File: src/rtl/hazard_ctrl_v2.sv
// ============================================================================
// hazard_ctrl_v2
// Hazard and forwarding controller for the 5-stage core (IF/DEC/EXE/MEM/WB).
//  - Selects the EXE operand bypass source (MEM beats WB, x0 never bypassed).
//  - Detects load-use hazards and holds IF/DEC for LD_USE_CYC cycles while
//    feeding bubbles into EXE.
//  - Kills IF/DEC (and DEC/EXE on the redirect cycle) for FLUSH_CYC cycles
//    after a PC redirect resolved in EXE.
//  - Merges I$ and D$ miss stalls into the per-register enable/kill vectors.
//  - Keeps saturating perf counters of stalled cycles and accepted redirects.
//
// Ports
//  clk, rst_n                 core clock, asynchronous active-low reset
//  dec_valid, dec_rs1/rs2     DEC slot contents
//  exe_valid, exe_rs1/rs2     EXE slot sources
//  exe_rd, exe_we, exe_is_load, exe_redirect   EXE slot destination/type
//  mem_rd/mem_we, wb_rd/wb_we later-stage writers (bypass sources)
//  icache_stall, dcache_stall cache miss stalls
//  cnt_clr                    synchronous clear of both perf counters
//  stage_enb/stage_kill [3:0] per pipe register: [0]IF/DEC [1]DEC/EXE
//                             [2]EXE/MEM [3]MEM/WB
//  pc_stop, nop_gen           hold PC / inject bubble into DEC/EXE
//  fwd_rs1_sel/fwd_rs2_sel    00 regfile, 01 MEM, 10 WB
//  fsm_state                  00 RUN, 01 LDSTALL, 10 FLUSH
//  stall_cnt, flush_cnt       saturating perf counters
// ============================================================================
module hazard_ctrl_v2 #(
    parameter int RA_W       = 5,
    parameter int LD_USE_CYC = 1,
    parameter int FLUSH_CYC  = 1,
    parameter int CNT_W      = 32
) (
    input  logic             clk,
    input  logic             rst_n,
    input  logic             dec_valid,
    input  logic [RA_W-1:0]  dec_rs1,
    input  logic [RA_W-1:0]  dec_rs2,
    input  logic             exe_valid,
    input  logic [RA_W-1:0]  exe_rs1,
    input  logic [RA_W-1:0]  exe_rs2,
    input  logic [RA_W-1:0]  exe_rd,
    input  logic             exe_we,
    input  logic             exe_is_load,
    input  logic             exe_redirect,
    input  logic [RA_W-1:0]  mem_rd,
    input  logic             mem_we,
    input  logic [RA_W-1:0]  wb_rd,
    input  logic             wb_we,
    input  logic             icache_stall,
    input  logic             dcache_stall,
    input  logic             cnt_clr,
    output logic [3:0]       stage_enb,
    output logic [3:0]       stage_kill,
    output logic             pc_stop,
    output logic             nop_gen,
    output logic [1:0]       fwd_rs1_sel,
    output logic [1:0]       fwd_rs2_sel,
    output logic [1:0]       fsm_state,
    output logic [CNT_W-1:0] stall_cnt,
    output logic [CNT_W-1:0] flush_cnt
);

    typedef enum logic [1:0] {
        ST_RUN     = 2'b00,
        ST_LDSTALL = 2'b01,
        ST_FLUSH   = 2'b10
    } state_t;

    // The state counter reloads with cycles remaining after the entry cycle.
    localparam logic [2:0] LD_RELOAD = 3'(LD_USE_CYC - 1);
    localparam logic [2:0] FL_RELOAD = 3'(FLUSH_CYC - 1);
    localparam logic [RA_W-1:0] X0 = '0;

    state_t     state_q, state_d;
    logic [2:0] cnt_q, cnt_d;
    logic [3:0] enb_int, kill_int;
    logic       pc_stop_int, nop_int, flush_inc;
    logic       load_use, redir;

    // Bypass priority: the younger MEM result shadows the older WB result.
    function automatic logic [1:0] fwd_sel(input logic [RA_W-1:0] src,
                                           input logic [RA_W-1:0] m_rd,
                                           input logic            m_we,
                                           input logic [RA_W-1:0] w_rd,
                                           input logic            w_we);
        if (src != X0 && m_we && src == m_rd)
            return 2'b01;
        else if (src != X0 && w_we && src == w_rd)
            return 2'b10;
        else
            return 2'b00;
    endfunction

    assign load_use = exe_valid && exe_is_load && exe_we && (exe_rd != X0) &&
                      dec_valid && ((dec_rs1 == exe_rd) || (dec_rs2 == exe_rd));
    assign redir    = exe_valid && exe_redirect && !dcache_stall;

    // Next-state and pipeline control. A D$ miss freezes everything, so it
    // overrides both the FSM and the I$ stall contribution.
    always_comb begin
        state_d     = state_q;
        cnt_d       = cnt_q;
        enb_int     = 4'hF;
        kill_int    = 4'h0;
        pc_stop_int = 1'b0;
        nop_int     = 1'b0;
        flush_inc   = 1'b0;

        if (dcache_stall) begin
            enb_int     = 4'h0;
            pc_stop_int = 1'b1;
        end else begin
            if (state_q == ST_LDSTALL) begin
                enb_int[0]  = 1'b0;
                pc_stop_int = 1'b1;
                nop_int     = 1'b1;
                cnt_d       = cnt_q - 3'd1;
                if (cnt_q == 3'd1)
                    state_d = ST_RUN;
            end else if (redir) begin
                // Handled identically from RUN or FLUSH: restart the window.
                kill_int[1:0] = 2'b11;
                flush_inc     = 1'b1;
                if (FLUSH_CYC > 1) begin
                    state_d = ST_FLUSH;
                    cnt_d   = FL_RELOAD;
                end else begin
                    state_d = ST_RUN;
                end
            end else if (state_q == ST_FLUSH) begin
                kill_int[0] = 1'b1;
                cnt_d       = cnt_q - 3'd1;
                if (cnt_q == 3'd1)
                    state_d = ST_RUN;
            end else if (load_use) begin
                enb_int[0]  = 1'b0;
                pc_stop_int = 1'b1;
                nop_int     = 1'b1;
                if (LD_USE_CYC > 1) begin
                    state_d = ST_LDSTALL;
                    cnt_d   = LD_RELOAD;
                end
            end

            if (icache_stall) begin
                enb_int[0]  = 1'b0;
                pc_stop_int = 1'b1;
                nop_int     = 1'b1;
            end
        end
    end

    // FSM state register.
    always_ff @(posedge clk or negedge rst_n) begin
        if (!rst_n) begin
            state_q <= ST_RUN;
            cnt_q   <= 3'd0;
        end else begin
            state_q <= state_d;
            cnt_q   <= cnt_d;
        end
    end

    // Saturating perf counters; a clear request beats a same-cycle increment.
    always_ff @(posedge clk or negedge rst_n) begin
        if (!rst_n) begin
            stall_cnt <= '0;
            flush_cnt <= '0;
        end else if (cnt_clr) begin
            stall_cnt <= '0;
            flush_cnt <= '0;
        end else begin
            if (pc_stop_int && stall_cnt != {CNT_W{1'b1}})
                stall_cnt <= stall_cnt + CNT_W'(1);
            if (flush_inc && flush_cnt != {CNT_W{1'b1}})
                flush_cnt <= flush_cnt + CNT_W'(1);
        end
    end

    // While reset is asserted every pipe register is enabled and killed so
    // the pipeline fills with bubbles, and the PC is held.
    assign stage_enb   = rst_n ? enb_int     : 4'hF;
    assign stage_kill  = rst_n ? kill_int    : 4'hF;
    assign pc_stop     = rst_n ? pc_stop_int : 1'b1;
    assign nop_gen     = rst_n ? nop_int     : 1'b0;
    assign fwd_rs1_sel = rst_n ? fwd_sel(exe_rs1, mem_rd, mem_we, wb_rd, wb_we) : 2'b00;
    assign fwd_rs2_sel = rst_n ? fwd_sel(exe_rs2, mem_rd, mem_we, wb_rd, wb_we) : 2'b00;
    assign fsm_state   = state_q;

endmodule

File: config.mk
export PLATFORM = sky130hd
export DESIGN_NAME = hazard_ctrl_v2
export DESIGN_NICKNAME = d
export VERILOG_FILES = /design/src/rtl/hazard_ctrl_v2.sv
export SDC_FILE = /design/constraint.sdc
export NUM_CORES = 1
export LEC_CHECK = 0
export CORE_MARGIN = 4
export CORE_UTILIZATION = 35
export CTS_CLUSTER_SIZE = 28
export DETAILED_ROUTE_END_ITERATION = 8
export PLACE_DENSITY = 0.7
export SYNTH_ARGS = -nofsm -noshare
export SYNTH_HDL_FRONTEND = slang
export SYNTH_SLANG_ARGS = --single-unit
File: constraint.sdc
create_clock -name clk -period 4.3 [get_ports clk]
set_input_delay 0.43 -clock clk [delete_from_list [all_inputs] [get_ports clk]]
set_output_delay 0.43 -clock clk [all_outputs]
set_load 0.03 [all_outputs]
* Yosys cells after proc, flatten, opt, wreduce, memory -nomap -nowiden
Index checks and enable logic that the tools add are counted.
** Word-level totals
- Register bits after elaboration :: 69
- Word-level logic and storage cells :: 90
- Input port bits :: 47
- Output and inout bits :: 80
** Operators by class
- Eq/ne operators :: 12
- Add/sub/neg operators :: 3
- Mux-type cells :: 42
- Reductions and logical operators :: 28
- Bitwise operators :: 1
** Operators by type and width (number)
- two-way mux 32 bit :: 4
- adder 32 x 1 -> 32 bit, second input constant :: 2
- != test 32 bit, second input constant :: 2
- equality test 5 bit :: 6
- two-way mux 2 bit :: 12
- two-way mux 1 bit :: 20
- logical AND 1 bit :: 17
- nonzero test 5 bit :: 3
- two-way mux 3 bit :: 4
- two-way mux 4 bit :: 2
- nonzero test 2 bit :: 3
- equality test 3 x 1 -> 1 bit, second input constant :: 1
- AND reduction 3 bit :: 1
- nonzero test 3 bit :: 1
- subtractor 3 x 1 -> 3 bit, second input constant :: 1
- equality test 2 x 1 -> 1 bit, second input constant :: 1
- equality test 2 bit, second input constant :: 1
- != test 2 x 1 -> 1 bit, second input constant :: 1
- AND reduction 2 bit :: 1
- logical NOT 1 bit :: 1
- logical OR 1 bit :: 1
- NOT 1 bit :: 1

* Depth between registers and ports, before layout
Gate-level depths: netlist of run 1.
- Word-level depth :: 14
- Depth in mapped cells :: 10
- Gate-level depth less buffers :: 8

* Least setup slack after synthesis of run 1
No wires, ideal clock.
- Path kind :: reg2reg
- Start :: reg stall_cnt[18]
- End :: reg stall_cnt[29]
- Path buffers :: 3
- Path slack :: 1688 ps
- Required time :: 4175 ps
- Clock period less this slack :: 2612 ps
- Setup time :: 125 ps
- Arrival time :: 2487 ps
- Stages on the path, launching flop included :: 11
- Cell sequence :: dfrtp_1 > and4_4 > and3_1 > and3_1 > buf_6 > and4_4 > buf_6 > nor4b_4 > buf_6 > nand3_4 > mux2_4
** On the way
- Longest elaborated chain between the ends :: 3
- Elaborated cells between the ends (all ways) :: 6
- Those cells by class :: 1 x add/sub; 1 x eq/ne; 2 x mux; 2 x reduce/logical
** RTL lines
- from (decl) :: line 59 : output logic [CNT_W-1:0] stall_cnt,
- from (signal assigned) :: line 174 : stall_cnt <= stall_cnt + CNT_W'(1);
- adder 32 x 1 -> 32 bit or != test 32 bit (tied branches) :: line 174, 173
- two-way mux 32 bit or logical AND 1 bit (tied branches) :: line 173 : if (pc_stop_int && stall_cnt != {CNT_W{1'b1}})
- two-way mux 32 bit or nonzero test 2 bit (tied branches)
Parallel ways exist; a longest one is shown, timed or not. The select of a mux whose other input is x is not followed.
A chain may end at the register's enable or synchronous reset.

* Worst setup path in the final report of run 1
- Start :: in exe_rd[3]
- End :: out stage_enb[0]
** On the way
- Longest elaborated chain between the ends :: 11
- Elaborated cells between the ends (all ways) :: 14
- Those cells by class :: 2 x eq/ne; 7 x mux; 5 x reduce/logical
** RTL lines
- from (decl) :: line 41 : input logic [RA_W-1:0] exe_rd,
- nonzero test 5 bit :: line 94 : assign load_use = exe_valid && exe_is_load && exe_we && (exe_rd != X0) &&
- logical AND 1 bit (2 in a row) :: line 94
- logical AND 1 bit * :: line 95 : dec_valid && ((dec_rs1 == exe_rd) || (dec_rs2 == exe_rd));
- two-way mux 1 bit * :: line 135 : end else if (load_use) begin
- two-way mux 1 bit * :: line 130 : end else if (state_q == ST_FLUSH) begin
- two-way mux 1 bit * :: line 120 : end else if (redir) begin
- two-way mux 1 bit * :: line 113 : if (state_q == ST_LDSTALL) begin
- two-way mux 1 bit * :: line 145 : if (icache_stall) begin
- two-way mux 1 bit * :: line 109 : if (dcache_stall) begin
- two-way mux 4 bit * :: line 182 : assign stage_enb = rst_n ? enb_int : 4'hF;
- to (decl) :: line 52 : output logic [3:0] stage_enb,
Every way passes the cells marked *; elsewhere a longest branch is shown, timed or not.

==> results of run 1 <==
[kinds of logic (layout without fill, tap and decap cells)]
kind of cell    after synthesis  in the layout  share of synthesized area, %
compound gates               37             37                          6.10
xor+xnor                     70             70                          14.5
fa+ha+maj                     6              6                          1.78
buf+inv                      33            158                          3.85
flops                        69             69                          40.9
mux                          10             10                          2.72
simple gates                240            240                          30.2
[worst max-delay path, cell delays in order]
cell,delay (ns)
clkdlybuf4s50_1,0.55
xor2_1,0.19
nor2_1,0.07
a22oi_1,0.24
o21a_1,0.44
nand2b_1,0.16
clkdlybuf4s50_1,0.68
[registers in the layout, indices dropped and copies added, names as in the netlist]
register and count:
stall_cnt 32, fsm_state 2, flush_cnt 32, cnt_q 3
[power groups by stage]
stage | Combinational (uW) | Sequential [uW] | Clock, uW
after detailed placement | 177 | 671 | 0
after global placement | 174 | 671 | 0
after global routing | 190 | 660 | 694
final | 176 | 660 | 652
after CTS | 178 | 660 | 674
after floorplan | 75.5 | 677 | 0
[area by class of cell]
type	instances	area (sq um)	share of cell area, %
sequential	69	1730	29.6
clock buffer	14	244	4.19
inverter	12	45.0	0.773
timing repair buffer	130	1280	22.0
tap	143	179	3.07
multi-input combinational	363	2340	40.1
clock inverter	2	10.0	0.172
[Yosys cell counts, types with 4 or more instances]
library cell / instances / area share, %
clkbuf_1: 13 / 1.2
xnor2_1: 36 / 7.5
ha_1: 6 / 1.8
nor3_1: 16 / 1.9
nor4_1: 6 / 0.89
nor2_1: 76 / 6.7
or4_1: 7 / 1.2
nand4_1: 14 / 2.1
a21oi_1: 12 / 1.4
nand2b_1: 9 / 1.3
nand2_1: 27 / 2.4
nand3_1: 30 / 3.6
nor2b_1: 10 / 1.5
and4_1: 4 / 0.83
a31o_2: 6 / 1.2
mux2_2: 8 / 2.1
xor2_1: 34 / 7.0
dfrtp_1: 69 / 41
and3_1: 16 / 2.4
and2_1: 7 / 1.0
o21ai_0: 6 / 0.71
inv_1: 12 / 1.1
[stage by stage]
step,utilization (%),power (uW),setup slack (ns),hold WS (ns),cells
floorplan,-,752,1.69,0.134,465
global placement,48.0,844,1.13,0.418,717
detailed placement,48.0,848,0.958,0.420,717
CTS,50.2,1510,1.08,0.0664,733
global route,50.2,1540,0.952,0.0849,733
finish,50.2,1490,1.08,0.0613,733
[worst paths after layout]
| check | start | depth (start not counted) | end | slack, ns |
|---|---|---|---|---|
| setup / recovery | exe_rd[3] | 7 | stage_enb[0] | 1.08 |
| hold / removal | rst_n | 1 | flush_cnt[24] | 0.06 |
| setup reg to reg | fsm_state[0] | 9 | stall_cnt[29] | 1.37 |
| hold reg to reg | cnt_q[2] | 1 | cnt_q[2] | 0.47 |
| max in group asynchronous | rst_n | 2 | flush_cnt[2] | 3.31 |
| min in group clk | cnt_q[2] | 1 | cnt_q[2] | 0.47 |
[per-layer routing]
metal | wire [microns] | global-route usage, % | share of wire, %
met1 | 5390 | 22.0 | 47
met5 | 0 | 0 | 0
met2 | 5300 | 26.3 | 46
met3 | 733 | 5.19 | 6.3
met4 | 136 | 5.64 | 1.2
[placed cells by master (no fill, tap or decap), drive strengths merged, types with 7 or more instances in the layout]
master and n:
nor2b 10, nand2 27, inv 12, or4 7, xnor2 36, and3 18
nor4 7, nand2b 9, and2 7, a21oi 12, nor2 76, clkdlybuf4s50 124
xor2 34, clkbuf 14, dfrtp 69, mux2 9, nor3 16, nand3 32
nand4 14
==> flow_summary_export.csv, run 1 <==
group,metric,value,unit
sta,fin_worst_skew,0.00765,ns
cts,cts_hold_buf,0,
pwr,ir_worst_vdd,0.149,mV
logic_synthesis,synthFlopType,"dfrtp_1",
pwr,p_seq_share,44.4,%
final_layout,fillerInstances,1112,
run_status,status,"finished, final reports clean",
logic_synthesis,syn_area,0.00423,sq mm
cts,clock_sinks,69,
placed_design,port_buffers,126,
logic_synthesis,synth_fp_nets,518,
pwr,intPower,1130,uW
final_layout,postLayoutCellArea,0.00583,sq mm
cts,cts_root_buffer,"clkbuf_16",
pwr,swShare,24.3,%
setup_path,timing_worst_setup_path_type,"in2out",
routing,antenna_left,0,
routing,dr_total_vias,3819,
run,cap_viol_max_count,0,
setup_path,cp_max_fo,13,
floorplan,rows,39,
final_layout,antenna-diode-count,0,
global_route,grt_pass1_wl,19400,microns
cts,cts_tree,"built",
routing,wl_per_cell,15.8,microns
logic_synthesis,synth.distinct_cells,52,
pwr,p_per_area,255,mW/mm^2
logic_synthesis,synth_edf_count,0,
logic_synthesis,synth-seq-area-share,40.9,%
setup_path,crit_path_start_kind,"input port",
cts,clockBufferDepth,2,
floorplan,die_h,118,microns
cts,h-tree-depth,3,
floorplan,io_pins,127,
cts,numCtsBuffers,9,
floorplan,die-area,0.0139,sq mm
setup_path,cp.required,3.87,ns
routing,drc_errors,0,
final_layout,drive_gt1_share,7.29,%
floorplan,dieWidth,118,microns
global_route,grt_pass1_vias,3816,
cts,cts.clk_slew.worst_paths,0.05,ns
setup_path,cp.arrival,2.79,ns
routing,drtIter0Drc,180,
cts,cts_resized,0,
logic_synthesis,async_flop_share,100,%
sta,finalMaxSlewViolations,0,
min_path,min_path_type,"in2async",
final_layout,area_growth,37.8,%
cts,cts_setup_buffers,0,
pwr,comb_power_share,11.8,%
routing,vias_per_cell,5.21,
global_route,grt-ovfl-total,0,
pwr,p_sw,361,uW
sta,period_share,74.8,%
sta,tns,0,ns
pwr,leakagePower,0.00239,uW
final_layout,final_nets,638,
sta,max_slew.worst_pin.slew,0.663,ns
logic_synthesis,synth_cells,465,
global_route,antenna_found_initial,0,
setup_path,cp-end-kind,"output port",
placed_design,dpl_cell_area,0.00557,sq mm
floorplan,start_util,36.4,%
placed_design,dpl.hpwl,8410,microns
sta,rsz0062_at_grt,"false",
sta,slew_headroom,55.8,%
sta,final-hold-violation-count,0,
floorplan,coreArea,0.0116,sq mm
sta,finalSetupViolations,0,
routing,first_pass_iters,4,
logic_synthesis,yosysWarnings,0,
sta,fmax,0.311,GHz
sta,fin_crit,3.22,ns
routing,finalWirelength,11600,microns
logic_synthesis,avgSynthCellArea,9.09,sq um
logic_synthesis,synth_seq_cells,69,
pwr,clock_power_share,43.8,%
global_route,grt_start_max_net_pins,46,
placed_design,place.gp.congestion,0.901,
global_route,grt_usage,16.8,%
cts,clk_latency,0.33,ns
Power figures use the tool's default switching activity.
==> run 2, diff against run 1 <==
--- a/config.mk
+++ b/config.mk
@@ -9,7 +9,7 @@
 export CORE_UTILIZATION = 35
 export CTS_CLUSTER_SIZE = 28
 export DETAILED_ROUTE_END_ITERATION = 8
-export PLACE_DENSITY = 0.7
+export PLACE_DENSITY = 0.73
 export SYNTH_ARGS = -nofsm -noshare
 export SYNTH_HDL_FRONTEND = slang
 export SYNTH_SLANG_ARGS = --single-unit
==> constraint.sdc (replaced) <==
create_clock -name clk -period 2.6 [get_ports clk]
set_input_delay 0.26 -clock clk [delete_from_list [all_inputs] [get_ports clk]]
set_output_delay 0.26 -clock clk [all_outputs]
set_load 0.03 [all_outputs]
==> flow_summary_export.csv, run 2 (synthesis gave the netlist of run 1 again) <==
group,metric,value,unit
run_status,status,"finished, final reports clean",
setup_path,cp-end-kind,"output port",
floorplan,io_pins,127,
setup_path,timing_worst_setup_path_type,"in2out",
sta,fin_worst_skew,0.00686,ns
min_path,min_path_type,"in2async",
setup_path,critPathLaunch,"exe_rs1[2]",
pwr,p_seq_share,41.5,%
routing,finalWirelength,11600,microns
routing,drtIter0Drc,253,
pwr,p_sw,591,uW
sta,fin_crit,2.50,ns
setup_path,r2r_setup_slack,0.19,ns
routing,dr_total_vias,3844,
routing,first_pass_iters,4,
floorplan,dieWidth,118,microns
final_layout,antenna-diode-count,0,
sta,finalSetupViolations,0,
floorplan,die-area,0.0139,sq mm
setup_path,crit_top_cell,"clkdlybuf4s50_1",
placed_design,place.gp.congestion,0.823,
setup_path,crit_buf_inv,2,
floorplan,rows,39,
routing,antenna_left,0,
cts,cts_root_buffer,"clkbuf_16",
global_route,grt_start_max_net_pins,67,
setup_path,cp_num_cells,6,
final_layout,reg.largest.list,"flush_cnt x32, stall_cnt x32, cnt_q x3",
cts,cts_tree,"built",
setup_path,r2r.worst_path.cells,8,
cts,cts.clk_slew.worst_paths,0.05,ns
routing,drc_errors,0,
final_layout,drive_gt1_share,11.6,%
floorplan,start_util,36.4,%
setup_path,critPathSlowestCell,"clkdlybuf4s50_1",
cts,h-tree-depth,3,
routing,vias_per_cell,5.14,
global_route,antenna_found_initial,0,
routing,wl_per_cell,15.5,microns
sta,whs,0.428,ns
sta,finalMaxSlewViolations,0,
global_route,grt_pass1_wl,19600,microns
setup_path,cp-endpoint,"fwd_rs1_sel[0]",
global_route,grt-ovfl-total,0,
pwr,ir_worst_vdd,0.310,mV
setup_path,reg2reg_to,"stall_cnt[15]",
global_route,grt_pass1_vias,3873,
sta,fmax,0.400,GHz
sta,rsz0062_at_grt,"false",
final_layout,multi_input_area,0.00235,sq mm
setup_path,cp.arrival,2.24,ns
floorplan,coreArea,0.0116,sq mm
setup_path,cpPeakStageDelay,0.58,ns
placed_design,port_buffers,126,
setup_path,path_cells,"clkdlybuf4s50_1 > or4_1 > nor2_1 > nor4_1 > and2_1 > clkdlybuf4s50_1",
run,cap_viol_max_count,0,
setup_path,cp_max_fo,3,
cts,clk_latency,0.33,ns
pwr,comb_power_share,11.3,%
final_layout,final-seq-area,0.00173,sq mm
cts,clock_sinks,69,
pwr,intPower,2040,uW
final_layout,final_nets,655,
pwr,swShare,22.5,%
setup_path,cpLargestDelayFamily,"buffers and inverters",
cts,numCtsBuffers,9,
pwr,p_per_area,437,mW/mm^2
global_route,grt_usage,17.0,%
setup_path,crit_path_start_kind,"input port",
pwr,clock_power_share,47.1,%
sta,slew_headroom,26.6,%
final_layout,mostFrequentLayoutCell,"clkdlybuf4s50_1",
sta,max_slew.worst_pin.slew,1.10,ns
setup_path,cp.required,2.34,ns
final_layout,fillerInstances,1092,
floorplan,die_h,118,microns
final_layout,final_cells,748,
sta,final-hold-violation-count,0,
placed_design,dpl.cell_count,731,
pwr,leakagePower,0.00250,uW
final_layout,area_growth,42.3,%
sta,period_share,96.1,%
placed_design,dpl.hpwl,8620,microns
final_layout,final_cell_mix,"clkdlybuf4s50_1, nor2_1, dfrtp_1, xnor2_1, xor2_1",
cts,clockBufferDepth,2,
setup_path,reg2reg_from,"stall_cnt[8]",
[run 2: metal layers]
layer,vias up,wire length [microns],global-route usage (%),part of all wire [%]
met3,12,578,4.81,5.0
met1,1851,5430,22.3,47
met5,-,0,0,0
met4,0,131,4.76,1.1
met2,102,5440,27.6,47
li1,1879,-,-,-
[run 2: power groups by stage]
| stage | Clock [uW] | Sequential (uW) | Combinational [uW] |
|---|---|---|---|
| floorplan | 0 | 1120 | 125 |
| global placement | 0 | 1110 | 295 |
| CTS | 1260 | 1090 | 302 |
| global route | 1320 | 1090 | 328 |
| finish | 1240 | 1090 | 298 |
| detailed placement | 0 | 1110 | 299 |
[run 2: final cells by class]
class                      count  share of cell area, %
sequential                    69                   28.8
clock inverter                 1                  0.499
timing repair buffer         147                   23.5
clock buffer                  13                   4.49
multi-input combinational    363                   39.0
inverter                      12                  0.749
tap                          143                   2.98
[run 2: worst min path at each step]
| stage | start | to | slack [ns] | cells after the start |
|---|---|---|---|---|
| after global placement | rst_n | stall_cnt[27] | 0.25 | 1 |
| after CTS | rst_n | stall_cnt[16] | 0.44 | 2 |
| final | rst_n | stall_cnt[6] | 0.43 | 2 |
| after global routing | rst_n | stall_cnt[5] | 0.48 | 2 |
| after floorplan | rst_n | cnt_q[0] | -0.04 | 0 |
| after detailed placement | rst_n | stall_cnt[27] | 0.25 | 1 |
[run 2: what timing repair did]
action / 4_1_cts / 5_1_grt
setup endpoints to repair: 0 / 14
buffers inserted: 0 / 2
endpoints found under the hold margin: 27 / 0
hold buffers: 1 / 0
gates resized for setup: 0 / 3
[run 2: stage by stage]
step	TNS [ns]	utilization, %	setup WS [ns]	total power [uW]	instance area (sq um)
CTS	0	51.6	0.00698	2660	5990
floorplan	0	-	0.00157	1240	4230
detailed placement	-0.792	48.9	-0.186	1410	5680
global route	0	51.8	0.00161	2740	6010
global placement	-0.129	48.9	-0.0777	1410	5680
finish	0	51.8	0.103	2630	6010
